===== src/rtl/jedro_1_pkg.sv =====
`default_nettype none
// ============================================================================
//  Module      : jedro_1_pkg
//  Description : Shared opcodes, funct fields, ALU ops and decoded-instruction
//                record for the jedro_1 RV32I core.
//  Revision    : 1.0
// ============================================================================
package jedro_1_pkg;

  localparam int XLEN = 32;

  localparam logic [6:0] OPC_OP_IMM = 7'b0010011;
  localparam logic [6:0] OPC_OP     = 7'b0110011;
  localparam logic [6:0] OPC_LUI    = 7'b0110111;
  localparam logic [6:0] OPC_AUIPC  = 7'b0010111;

  localparam logic [2:0] F3_ADD_SUB = 3'b000;
  localparam logic [2:0] F3_SLL     = 3'b001;
  localparam logic [2:0] F3_SLT     = 3'b010;
  localparam logic [2:0] F3_SLTU    = 3'b011;
  localparam logic [2:0] F3_XOR     = 3'b100;
  localparam logic [2:0] F3_SRL_SRA = 3'b101;
  localparam logic [2:0] F3_OR      = 3'b110;
  localparam logic [2:0] F3_AND     = 3'b111;

  localparam logic [6:0] F7_BASE = 7'b0000000;
  localparam logic [6:0] F7_ALT  = 7'b0100000;

  typedef enum logic [3:0] {
    ALU_ADD, ALU_SUB, ALU_SLL, ALU_SLT, ALU_SLTU, ALU_XOR,
    ALU_SRL, ALU_SRA, ALU_OR, ALU_AND, ALU_PASS_B
  } alu_op_e;

  typedef struct packed {
    logic            valid;
    alu_op_e         op;
    logic            use_imm;
    logic            use_pc;
    logic [4:0]      rd;
    logic [4:0]      rs1;
    logic [4:0]      rs2;
    logic [XLEN-1:0] imm;
    logic [XLEN-1:0] pc;
  } dec_t;

  // alt selects SUB/SRA; callers pass it only where funct7 is meaningful
  function automatic alu_op_e f3_to_alu(input logic [2:0] f3, input logic alt);
    alu_op_e op;
    case (f3)
      F3_ADD_SUB: op = alt ? ALU_SUB : ALU_ADD;
      F3_SLL:     op = ALU_SLL;
      F3_SLT:     op = ALU_SLT;
      F3_SLTU:    op = ALU_SLTU;
      F3_XOR:     op = ALU_XOR;
      F3_SRL_SRA: op = alt ? ALU_SRA : ALU_SRL;
      F3_OR:      op = ALU_OR;
      default:    op = ALU_AND;
    endcase
    return op;
  endfunction

endpackage
`default_nettype wire


===== src/rtl/jedro_1_decoder.sv =====
`default_nettype none
// ============================================================================
//  Module      : jedro_1_decoder
//  Description : ID stage: registers the fetched word, decodes it and registers
//                the decoded record; raises the sticky illegal-instruction flag.
//  Revision    : 1.0
// ============================================================================
module jedro_1_decoder
  import jedro_1_pkg::*;
(
  input  logic            clk_i,
  input  logic            rst_i,
  input  logic            fetch_valid_i,
  input  logic [XLEN-1:0] fetch_pc_i,
  input  logic [XLEN-1:0] instr_i,
  output dec_t            dec_o,
  output logic            illegal_instr_ro
);

  logic [XLEN-1:0] instr_q;
  logic [XLEN-1:0] pc_q;
  logic            valid_q;
  dec_t            dec_d;
  dec_t            dec_q;
  logic            illegal_d;

  logic [6:0] w_opcode;
  logic [2:0] w_f3;
  logic [6:0] w_f7;

  assign w_opcode = instr_q[6:0];
  assign w_f3     = instr_q[14:12];
  assign w_f7     = instr_q[31:25];

  always_ff @(posedge clk_i) begin
    if (rst_i) begin
      valid_q          <= 1'b0;
      instr_q          <= '0;
      pc_q             <= '0;
      dec_q            <= '0;
      illegal_instr_ro <= 1'b0;
    end else begin
      valid_q          <= fetch_valid_i && !illegal_instr_ro;
      instr_q          <= instr_i;
      pc_q             <= fetch_pc_i;
      dec_q            <= dec_d;
      illegal_instr_ro <= illegal_instr_ro || (valid_q && illegal_d);
    end
  end

  always_comb begin
    dec_d         = '0;
    illegal_d     = 1'b0;
    dec_d.rd      = instr_q[11:7];
    dec_d.rs1     = instr_q[19:15];
    dec_d.rs2     = instr_q[24:20];
    dec_d.pc      = pc_q;
    dec_d.op      = ALU_ADD;
    case (w_opcode)
      OPC_OP_IMM: begin
        dec_d.use_imm = 1'b1;
        dec_d.imm     = {{(XLEN-12){instr_q[31]}}, instr_q[31:20]};
        dec_d.op      = f3_to_alu(w_f3, (w_f3 == F3_SRL_SRA) && (w_f7 == F7_ALT));
        if ((w_f3 == F3_SLL) && (w_f7 != F7_BASE)) illegal_d = 1'b1;
        if ((w_f3 == F3_SRL_SRA) && (w_f7 != F7_BASE) && (w_f7 != F7_ALT)) illegal_d = 1'b1;
      end
      OPC_OP: begin
        dec_d.op = f3_to_alu(w_f3, w_f7 == F7_ALT);
        if (!((w_f7 == F7_BASE) ||
              ((w_f7 == F7_ALT) && ((w_f3 == F3_ADD_SUB) || (w_f3 == F3_SRL_SRA)))))
          illegal_d = 1'b1;
      end
      OPC_LUI: begin
        dec_d.use_imm = 1'b1;
        dec_d.imm     = {instr_q[31:12], 12'b0};
        dec_d.op      = ALU_PASS_B;
      end
      OPC_AUIPC: begin
        dec_d.use_imm = 1'b1;
        dec_d.use_pc  = 1'b1;
        dec_d.imm     = {instr_q[31:12], 12'b0};
        dec_d.op      = ALU_ADD;
      end
      default: illegal_d = 1'b1;
    endcase
    // anything younger than a detected illegal word is squashed here
    dec_d.valid = valid_q && !illegal_d && !illegal_instr_ro;
  end

  assign dec_o = dec_q;

endmodule
`default_nettype wire


===== src/rtl/jedro_1_regfile.sv =====
`default_nettype none
// ============================================================================
//  Module      : jedro_1_regfile
//  Description : 32 x XLEN integer register file, two async read ports, one
//                synchronous write port; x0 hard-wired to zero.
//  Revision    : 1.0
// ============================================================================
module jedro_1_regfile
  import jedro_1_pkg::*;
(
  input  logic            clk_i,
  input  logic            rst_i,
  input  logic            we_i,
  input  logic [4:0]      waddr_i,
  input  logic [XLEN-1:0] wdata_i,
  input  logic [4:0]      raddr1_i,
  input  logic [4:0]      raddr2_i,
  output logic [XLEN-1:0] rdata1_o,
  output logic [XLEN-1:0] rdata2_o
);

  logic [XLEN-1:0] regfile [0:31];

  always_ff @(posedge clk_i) begin
    if (rst_i) begin
      for (int i = 0; i < 32; i++) begin
        regfile[i] <= '0;
      end
    end else if (we_i && (waddr_i != 5'd0)) begin
      regfile[waddr_i] <= wdata_i;
    end
  end

  assign rdata1_o = (raddr1_i == 5'd0) ? '0 : regfile[raddr1_i];
  assign rdata2_o = (raddr2_i == 5'd0) ? '0 : regfile[raddr2_i];

endmodule
`default_nettype wire


===== src/rtl/jedro_1_top.sv =====
`default_nettype none
// ============================================================================
//  Module      : jedro_1_top
//  Description : Minimal in-order RV32I core, IF -> ID -> EX/WB, register-
//                immediate/register-register/LUI/AUIPC; halts on illegal words.
//  Revision    : 1.0
// ============================================================================
module jedro_1_top
  import jedro_1_pkg::*;
#(
  parameter int                  DATA_WIDTH = 32,
  parameter int                  ADDR_WIDTH = 32,
  parameter logic [ADDR_WIDTH-1:0] BOOT_ADDR = 32'h0
) (
  input  logic                  clk_i,
  input  logic                  rst_i,
  output logic [ADDR_WIDTH-1:0] instr_addr_o,
  input  logic [DATA_WIDTH-1:0] instr_rdata_i,
  output logic [ADDR_WIDTH-1:0] data_addr_o,
  output logic [3:0]            data_we_o,
  output logic [DATA_WIDTH-1:0] data_wdata_o,
  input  logic [DATA_WIDTH-1:0] data_rdata_i,
  output logic                  illegal_instr_o
);

  logic [ADDR_WIDTH-1:0] pc_q, pc_d;
  logic [ADDR_WIDTH-1:0] fetch_pc_q;
  logic                  fetch_valid_q;
  logic                  halt;
  dec_t                  dec;
  logic [DATA_WIDTH-1:0] rs1_data, rs2_data;
  logic [DATA_WIDTH-1:0] op_a, op_b, alu_res;
  logic [4:0]            shamt;
  logic                  unused_data;

  // IF: one word issued per cycle; the valid bit tracks the ROM's read latency
  always_comb begin
    pc_d = halt ? pc_q : pc_q + ADDR_WIDTH'(4);
  end

  always_ff @(posedge clk_i) begin
    if (rst_i) begin
      pc_q          <= BOOT_ADDR;
      fetch_pc_q    <= BOOT_ADDR;
      fetch_valid_q <= 1'b0;
    end else begin
      pc_q          <= pc_d;
      fetch_pc_q    <= pc_q;
      fetch_valid_q <= !halt;
    end
  end

  assign instr_addr_o = pc_q;

  jedro_1_decoder decoder_inst (
    .clk_i            (clk_i),
    .rst_i            (rst_i),
    .fetch_valid_i    (fetch_valid_q),
    .fetch_pc_i       (fetch_pc_q),
    .instr_i          (instr_rdata_i),
    .dec_o            (dec),
    .illegal_instr_ro (halt)
  );

  jedro_1_regfile regfile_inst (
    .clk_i    (clk_i),
    .rst_i    (rst_i),
    .we_i     (dec.valid && (dec.rd != 5'd0)),
    .waddr_i  (dec.rd),
    .wdata_i  (alu_res),
    .raddr1_i (dec.rs1),
    .raddr2_i (dec.rs2),
    .rdata1_o (rs1_data),
    .rdata2_o (rs2_data)
  );

  // EX/WB: operands come straight from the regfile, so no forwarding is needed
  assign op_a  = dec.use_pc  ? dec.pc  : rs1_data;
  assign op_b  = dec.use_imm ? dec.imm : rs2_data;
  assign shamt = op_b[4:0];

  always_comb begin
    alu_res = '0;
    case (dec.op)
      ALU_ADD:    alu_res = op_a + op_b;
      ALU_SUB:    alu_res = op_a - op_b;
      ALU_SLL:    alu_res = op_a << shamt;
      ALU_SLT:    alu_res = {{(DATA_WIDTH-1){1'b0}}, $signed(op_a) < $signed(op_b)};
      ALU_SLTU:   alu_res = {{(DATA_WIDTH-1){1'b0}}, op_a < op_b};
      ALU_XOR:    alu_res = op_a ^ op_b;
      ALU_SRL:    alu_res = op_a >> shamt;
      ALU_SRA:    alu_res = $unsigned($signed(op_a) >>> shamt);
      ALU_OR:     alu_res = op_a | op_b;
      ALU_AND:    alu_res = op_a & op_b;
      ALU_PASS_B: alu_res = op_b;
      default:    alu_res = '0;
    endcase
  end

  assign illegal_instr_o = halt;

  assign data_addr_o  = '0;
  assign data_we_o    = 4'b0000;
  assign data_wdata_o = '0;
  assign unused_data  = ^data_rdata_i;

endmodule
`default_nettype wire


===== config.mk =====
export PLATFORM = sky130hd
export DESIGN_NAME = jedro_1_top
export DESIGN_NICKNAME = d
export VERILOG_FILES = /design/src/rtl/jedro_1_pkg.sv /design/src/rtl/jedro_1_decoder.sv /design/src/rtl/jedro_1_regfile.sv /design/src/rtl/jedro_1_top.sv
export SDC_FILE = /design/constraint.sdc
export NUM_CORES = 1
export LEC_CHECK = 0
export CORE_UTILIZATION = 39
export CTS_CLUSTER_DIAMETER = 200
export CTS_CLUSTER_SIZE = 24
export DETAILED_ROUTE_END_ITERATION = 16
export PLACE_DENSITY = 0.86
export SLEW_MARGIN = 25
export SYNTH_ARGS = -nofsm -noshare
export SYNTH_HDL_FRONTEND = slang
export SYNTH_SLANG_ARGS = --single-unit
export TNS_END_PERCENT = 1

===== constraint.sdc =====
create_clock -name clk_i -period 3.85 [get_ports clk_i]
set_input_delay 0.5775 -clock clk_i [delete_from_list [all_inputs] [get_ports clk_i]]
set_output_delay 0.5775 -clock clk_i [all_outputs]
set_load 0.01 [all_outputs]

==> run_results.csv, run 1 <==
group,metric,value,unit
place,gp_congestion,0.759,
global_routing,grt_util_all_layers,13.1,%
final_layout,fillCellCount,623,
worst_setup_path,rr_worst_depth,5,
floorplanning,rows,29,
place,pre_cts_ws,1.45,ns
floorplanning,die_area,6840,um2
routing,first_pass_iters,6,
logic_synthesis,synth_top_cell_by_area,"dfxtp_1",
routing,post-route-drc-count,0,
cts,hold_buffers,0,
worst_setup_path,worst-path-max-fanout,17,
logic_synthesis,syn_inst,285,
worst_setup_path,cp-end-kind,"flop",
routing,ant_nets,0,
final_layout,fin_nets,397,
logic_synthesis,syn_avg_cell_area,8.91,um2
logic_synthesis,ys_seq_area_share,39.4,%
sta,setup_ws,1.43,ns
pwr,max-vdd-ir-drop,0.219,mV
cts,clk_path_buf_depth,2,
routing,wire_per_inst,10.5,um
cts,numCtsBuffers,5,
floorplanning,core-area,6310,um2
cts,clkTransAtPathRegs,0.09,ns
worst_setup_path,reg2reg_slack,1.43,ns
cts,postCtsSetupBuffers,0,
cts,clock-sinks,50,
worst_setup_path,start_kind,"flop",
logic_synthesis,syn_area,2540,um2
sta,slew_headroom,46.5,%
logic_synthesis,synth_cell_types,34,
sta,hold_violations,0,
global_routing,antenna_found_initial,0,
floorplanning,start_util,40.2,%
routing,wl,4290,um
worst_setup_path,cp-startpoint,"instr_addr_o[2]$_SDFFE_PP0N_",
worst_setup_path,path_cells,"ha_1 -> nand3b_4 -> or4_1 -> or4_1 -> a21oi_1",
final_layout,area_delta_synth_final,14.9,%
global_routing,grt_max_degree,26,
worst_setup_path,crit_slowest_cell,"or4_1",
global_routing,grt_pass1_wl,6820,um
logic_synthesis,ys_ff_latch,50,
logic_synthesis,yosysTopAreaCellShare,39.4,%
cts,cts_max_level,2,
worst_setup_path,required,4.08,ns
final_layout,drive_gt1_share,3.02,%
worst_setup_path,worstPathArrival,2.65,ns
routing,vias,1920,
worst_setup_path,crit_top_cell,"or4_1",
routing,drt-initial-drc-count,54,
logic_synthesis,synth_area_leaders,"dfxtp_1 39%, buf_4 21%, nor2b_1 4.4%, or4_1 3.8%, a21oi_1 3.7%",
outcome,outcome,"finished, final reports clean",
routing,viasPerCell,4.71,
worst_hold_path,holdPathStages,1,
sta,grt_setup_unrepaired,"no",
sta,setup_viol,0,
worst_setup_path,crit_type,"reg -> reg",
worst_setup_path,r2r_end,"instr_addr_o[28]$_SDFFE_PP0N_",
logic_synthesis,yosysWarnings,0,
worst_setup_path,slowest_delay,0.81,ns
sta,fmax,413,MHz
cts,cts-root-buf,"clkbuf_8",
cts,cts_tree,"done",
place,hpwl,3030,um
floorplanning,die_h,82.7,um
sta,period_share,62.9,%
floorplanning,dieWidth,82.7,um
global_routing,overflow,0,
pwr,p_leak,1.10,nW
place,port_buffers,49,
job,maxCapViolCount,0,
sta,setup_tns,0,ns
global_routing,grt_pass1_vias,1521,
worst_setup_path,crit_path_end,"instr_addr_o[28]$_SDFFE_PP0N_",
sta,fin_skew,0.00872,ns
pwr,p_per_area,343,nW/um2
sta,worst_slew_pin_slew,0.800,ns
worst_hold_path,min_path_type,"reg -> reg",
worst_setup_path,reg2reg_from,"instr_addr_o[2]$_SDFFE_PP0N_",
cts,cts_resized,0,
final_layout,n_antenna_cell,0,
sta,slew_viol_final,0,
cts,insertion_delay,0.29,ns
floorplanning,io_pins,167,
sta,fin_crit,2.42,ns
## flip-flops by register name (all words and copies together) (netlist names)
signal                         cells
decoder_inst.illegal_instr_ro      1
decoder_inst.instr_q              17
decoder_inst.valid_q               1
fetch_valid_q                      1
instr_addr_o                      30
## report_power, final
part | leakage [nW] | total (mW) | switching [mW] | internal (mW)
sequential | 0.409 | 0.546 | 0.0126 | 0.533
clock | 0.0514 | 0.362 | 0.168 | 0.194
combinational | 0.638 | 0.0935 | 0.0534 | 0.0402
## through the flow
stage / cell area, um2 / utilization, % / power (mW) / hold WS (ns) / std cells
finish: 2920 / 46.2 / 1.00 / 0.442 / 408
global route: 2920 / 46.2 / 1.05 / 0.473 / 408
CTS: 2920 / 46.2 / 1.02 / 0.443 / 408
detailed placement: 2810 / 44.5 / 0.651 / 0.413 / 400
global placement: 2810 / 44.5 / 0.648 / 0.417 / 400
floorplan: 2800 / - / 0.670 / 0.406 / 354
## routing by layer
layer  global-route usage (%)  wire length, um  vias to the layer above
met5                        0                0                        -
met4                     3.62               16                        0
met3                     4.84              334                        2
met2                     22.0             2070                       85
met1                     15.7             1860                      899
li1                         -                -                      934
## Yosys cell counts, drive strengths merged
library cell  instances
a21oi                19
a311oi                1
and2                  1
and3                  1
and4                  3
and4b                 1
buf                  75
clkbuf                6
conb                  1
dfxtp                50
ha                    1
inv                   5
mux2i                 1
nand2                 8
nand3                 7
nand3b                1
nand4                 8
nand4b                1
nand4bb               1
nor2                 15
nor2b                18
nor3                  4
nor3b                 2
nor4                  2
o21ai                 9
o31ai                10
or3                   9
or4                  13
xnor2                 8
xor2                  4
## worst max-delay path, delay by kind of cell, from the launching register on
kind | cells | cell delay (ns)
compound gates | 1 | 0.17
fa+ha+maj | 1 | 0.24
flops | 1 | 0.42
simple gates | 3 | 1.51
## final cells by class
class	count	area, um2	area share (%)
flip-flops and latches	50	1000	34.3
multi-input cells	218	1190	40.9
well taps	77	96.3	3.30
inverters	5	18.8	0.643
repair buffers	50	498	17.1
clock inverters	2	37.5	1.29
clock buffers	6	72.6	2.49
## cell families (layout without fill, tap and decap cells)
kind of cell / count (synthesis) / after routing / synth area share, %
other cells: 1 / 70 / 0.148
compound gates: 39 / 39 / 8.82
mux: 1 / 1 / 0.394
buf+inv: 86 / 63 / 23.8
flops: 50 / 50 / 39.4
simple gates: 95 / 95 / 22.8
fa+ha+maj: 1 / 1 / 0.493
xor+xnor: 12 / 12 / 4.14
## placed cells by master (no fill, tap or decap), types with 2 or more instances in the layout
cell / n
nand2_1: 8
nor2_1: 15
or4_1: 13
clkbuf_8: 5
nor4_1: 2
o21ai_0: 2
nor2b_1: 18
o21ai_1: 7
nand3_1: 6
nor3_1: 4
dfxtp_1: 50
nor3b_1: 2
inv_1: 5
xor2_1: 4
o31ai_1: 10
conb_1: 70
a21oi_1: 19
or3_1: 9
clkdlybuf4s50_1: 49
and4_1: 3
nand4_1: 8
xnor2_1: 8
## worst min-delay path by stage
stage,to,from,slack (ns)
floorplan,decoder_inst.valid_q$_SDFF_PP0_,fetch_valid_q$_SDFF_PP0_,0.41
global placement,decoder_inst.valid_q$_SDFF_PP0_,fetch_valid_q$_SDFF_PP0_,0.42
detailed placement,decoder_inst.valid_q$_SDFF_PP0_,fetch_valid_q$_SDFF_PP0_,0.41
CTS,decoder_inst.valid_q$_SDFF_PP0_,fetch_valid_q$_SDFF_PP0_,0.44
global route,decoder_inst.valid_q$_SDFF_PP0_,fetch_valid_q$_SDFF_PP0_,0.47
finish,decoder_inst.valid_q$_SDFF_PP0_,fetch_valid_q$_SDFF_PP0_,0.44
Note: power is estimated with default switching activity, not from simulation.
==> inputs of run 2 (changes only) <==
Settings changed: CORE_UTILIZATION 39 to 33, PLACE_DENSITY 0.86 to 0.78.
Clock period 3.85 ns to 2.2 ns, I/O delays scaled along.
==> run 2 against run 1 <==
Against the previous run: via count shrank 0.52%; cell area grew 4.1%; sequential share of layout area shrank 1.3 points; power grew 75%; sequential cell count is the same; critical endpoint is now instr_addr_o[31]$_SDFFE_PP0N_; largest cell class unchanged; largest power group unchanged.
==> run_results.csv, run 2 (synthesis results as in run 1) <==
group,metric,value,unit
sta,fin_crit,2.03,ns
place,port_buffers,49,
pwr,max-vdd-ir-drop,0.417,mV
floorplanning,die_area,8050,um2
final_layout,mostFrequentLayoutCells,"70 x conb_1, 50 x dfxtp_1, 49 x clkdlybuf4s50_1, 19 x a21oi_1, 18 x nor2b_1",
cts,clock-sinks,50,
final_layout,n_antenna_cell,0,
cts,postCtsSetupBuffers,0,
floorplanning,dieWidth,89.7,um
job,maxCapViolCount,0,
outcome,outcome,"finished, final reports clean",
floorplanning,rows,31,
pwr,switching_share,23.0,%
sta,fin_skew,0.00775,ns
worst_setup_path,worstPathArrival,2.26,ns
routing,wl,4380,um
final_layout,area_delta_synth_final,19.6,%
sta,fmax,493,MHz
sta,grt_setup_unrepaired,"no",
routing,vias,1910,
routing,first_pass_iters,4,
pwr,p_leak,1.16,nW
final_layout,largest_register_ffs,30,
routing,drt-initial-drc-count,38,
cts,insertion_delay,0.29,ns
final_layout,fillCellCount,746,
floorplanning,start_util,34.6,%
sta,slew_viol_final,0,
cts,cts_max_level,2,
pwr,pwr-share-seq,54.0,%
global_routing,overflow,0,
global_routing,grt_pass1_vias,1671,
sta,period_share,92.3,%
pwr,p_per_area,578,nW/um2
global_routing,grt_pass1_wl,7330,um
final_layout,drive_gt1_share,6.73,%
worst_setup_path,worst-path-max-fanout,18,
routing,wire_per_inst,9.92,um
global_routing,antenna_found_initial,0,
cts,hold_buffers,0,
place,hpwl,3370,um
pwr,pwr-share-clk,35.3,%
worst_setup_path,start_kind,"flop",
final_layout,layout_commonest_cell,"conb_1",
cts,cts-root-buf,"clkbuf_8",
cts,cts_tree,"done",
cts,clkTransAtPathRegs,0.09,ns
worst_setup_path,crit_type,"reg -> reg",
place,gp_congestion,0.737,
worst_setup_path,cp-end-kind,"flop",
sta,hold_violations,0,
pwr,intPower,1.35,mW
global_routing,grt_util_all_layers,11.0,%
worst_setup_path,required,2.43,ns
pwr,power.total,1.75,mW
floorplanning,io_pins,167,
pwr,power_frac_comb,10.7,%
routing,post-route-drc-count,0,
global_routing,grt_max_degree,19,
cts,numCtsBuffers,5,
sta,setup_viol,0,
final_layout,multi_input_area,1200,um2
routing,ant_nets,0,
cts,clk_path_buf_depth,2,
routing,viasPerCell,4.33,
floorplanning,die_h,89.7,um
final_layout,fin_nets,409,
floorplanning,core-area,7330,um2
pwr,p_sw,0.404,mW
final_layout,final_util,41.4,%
final_layout,regArea,1000,um2
worst_hold_path,min_path_type,"reg -> reg",
## run 2: final timing paths
kind,from,to,slack (ns),depth (start not counted)
max,instr_addr_o[11]$_SDFFE_PP0N_,instr_addr_o[31]$_SDFFE_PP0N_,0.17,5
min,fetch_valid_q$_SDFF_PP0_,decoder_inst.valid_q$_SDFF_PP0_,0.45,1
max reg2reg,instr_addr_o[11]$_SDFFE_PP0N_,instr_addr_o[31]$_SDFFE_PP0N_,0.17,5
min reg2reg,fetch_valid_q$_SDFF_PP0_,decoder_inst.valid_q$_SDFF_PP0_,0.45,1
## run 2: what timing repair did
action | CTS | global route
hold endpoints to repair | 0 | 0
gates cloned | 0 | 0
pin swaps | 0 | 1
endpoints found under the setup margin | 6 | 1
resized for setup | 1 | 0
## run 2: power groups by stage
stage / logic, mW / clock network (mW) / registers (mW)
global route: 0.207 / 0.676 / 0.950
floorplan: 0.199 / 0 / 0.973
CTS: 0.188 / 0.644 / 0.947
global placement: 0.184 / 0 / 0.966
detailed placement: 0.188 / 0 / 0.968
finish: 0.188 / 0.619 / 0.946
## run 2: cell type report
cell class / count / area share [%]
well taps: 99 / 4.08
clock inverters: 2 / 1.28
clock buffers: 5 / 2.27
flip-flops and latches: 50 / 33.0
multi-input cells: 218 / 39.4
inverters: 5 / 0.618
repair buffers: 62 / 19.4
## run 2: critical path, cell delays in order (launching register included)
cell and delay [ns]:
dfxtp_1 0.38, nand4_1 0.18, or4_1 0.53, buf_4 0.21, or4_1 0.51, a21oi_1 0.15
## run 2: per-stage QoR
step / hold WS [ns] / TNS [ns] / area (um2) / setup WS [ns] / instances
3_3_place_gp: 0.415 / 0 / 2930 / 0.0575 / 434
3_5_place_dp: 0.425 / -0.0117 / 2930 / -0.0117 / 434
2_1_floorplan: 0.404 / 0 / 2800 / 0.126 / 354
6_report: 0.450 / 0 / 3040 / 0.170 / 441
5_1_grt: 0.477 / 0 / 3040 / 0.0163 / 441
4_1_cts: 0.456 / 0 / 3040 / 0.132 / 441
## run 2: metal layers
layer / global-route usage, % / up-vias / wire (um)
met5: 0 / - / 0
met4: 3.42 / 0 / 29
met3: 4.15 / 4 / 334
met2: 18.7 / 78 / 2140
met1: 12.9 / 870 / 1870
li1: - / 958 / -
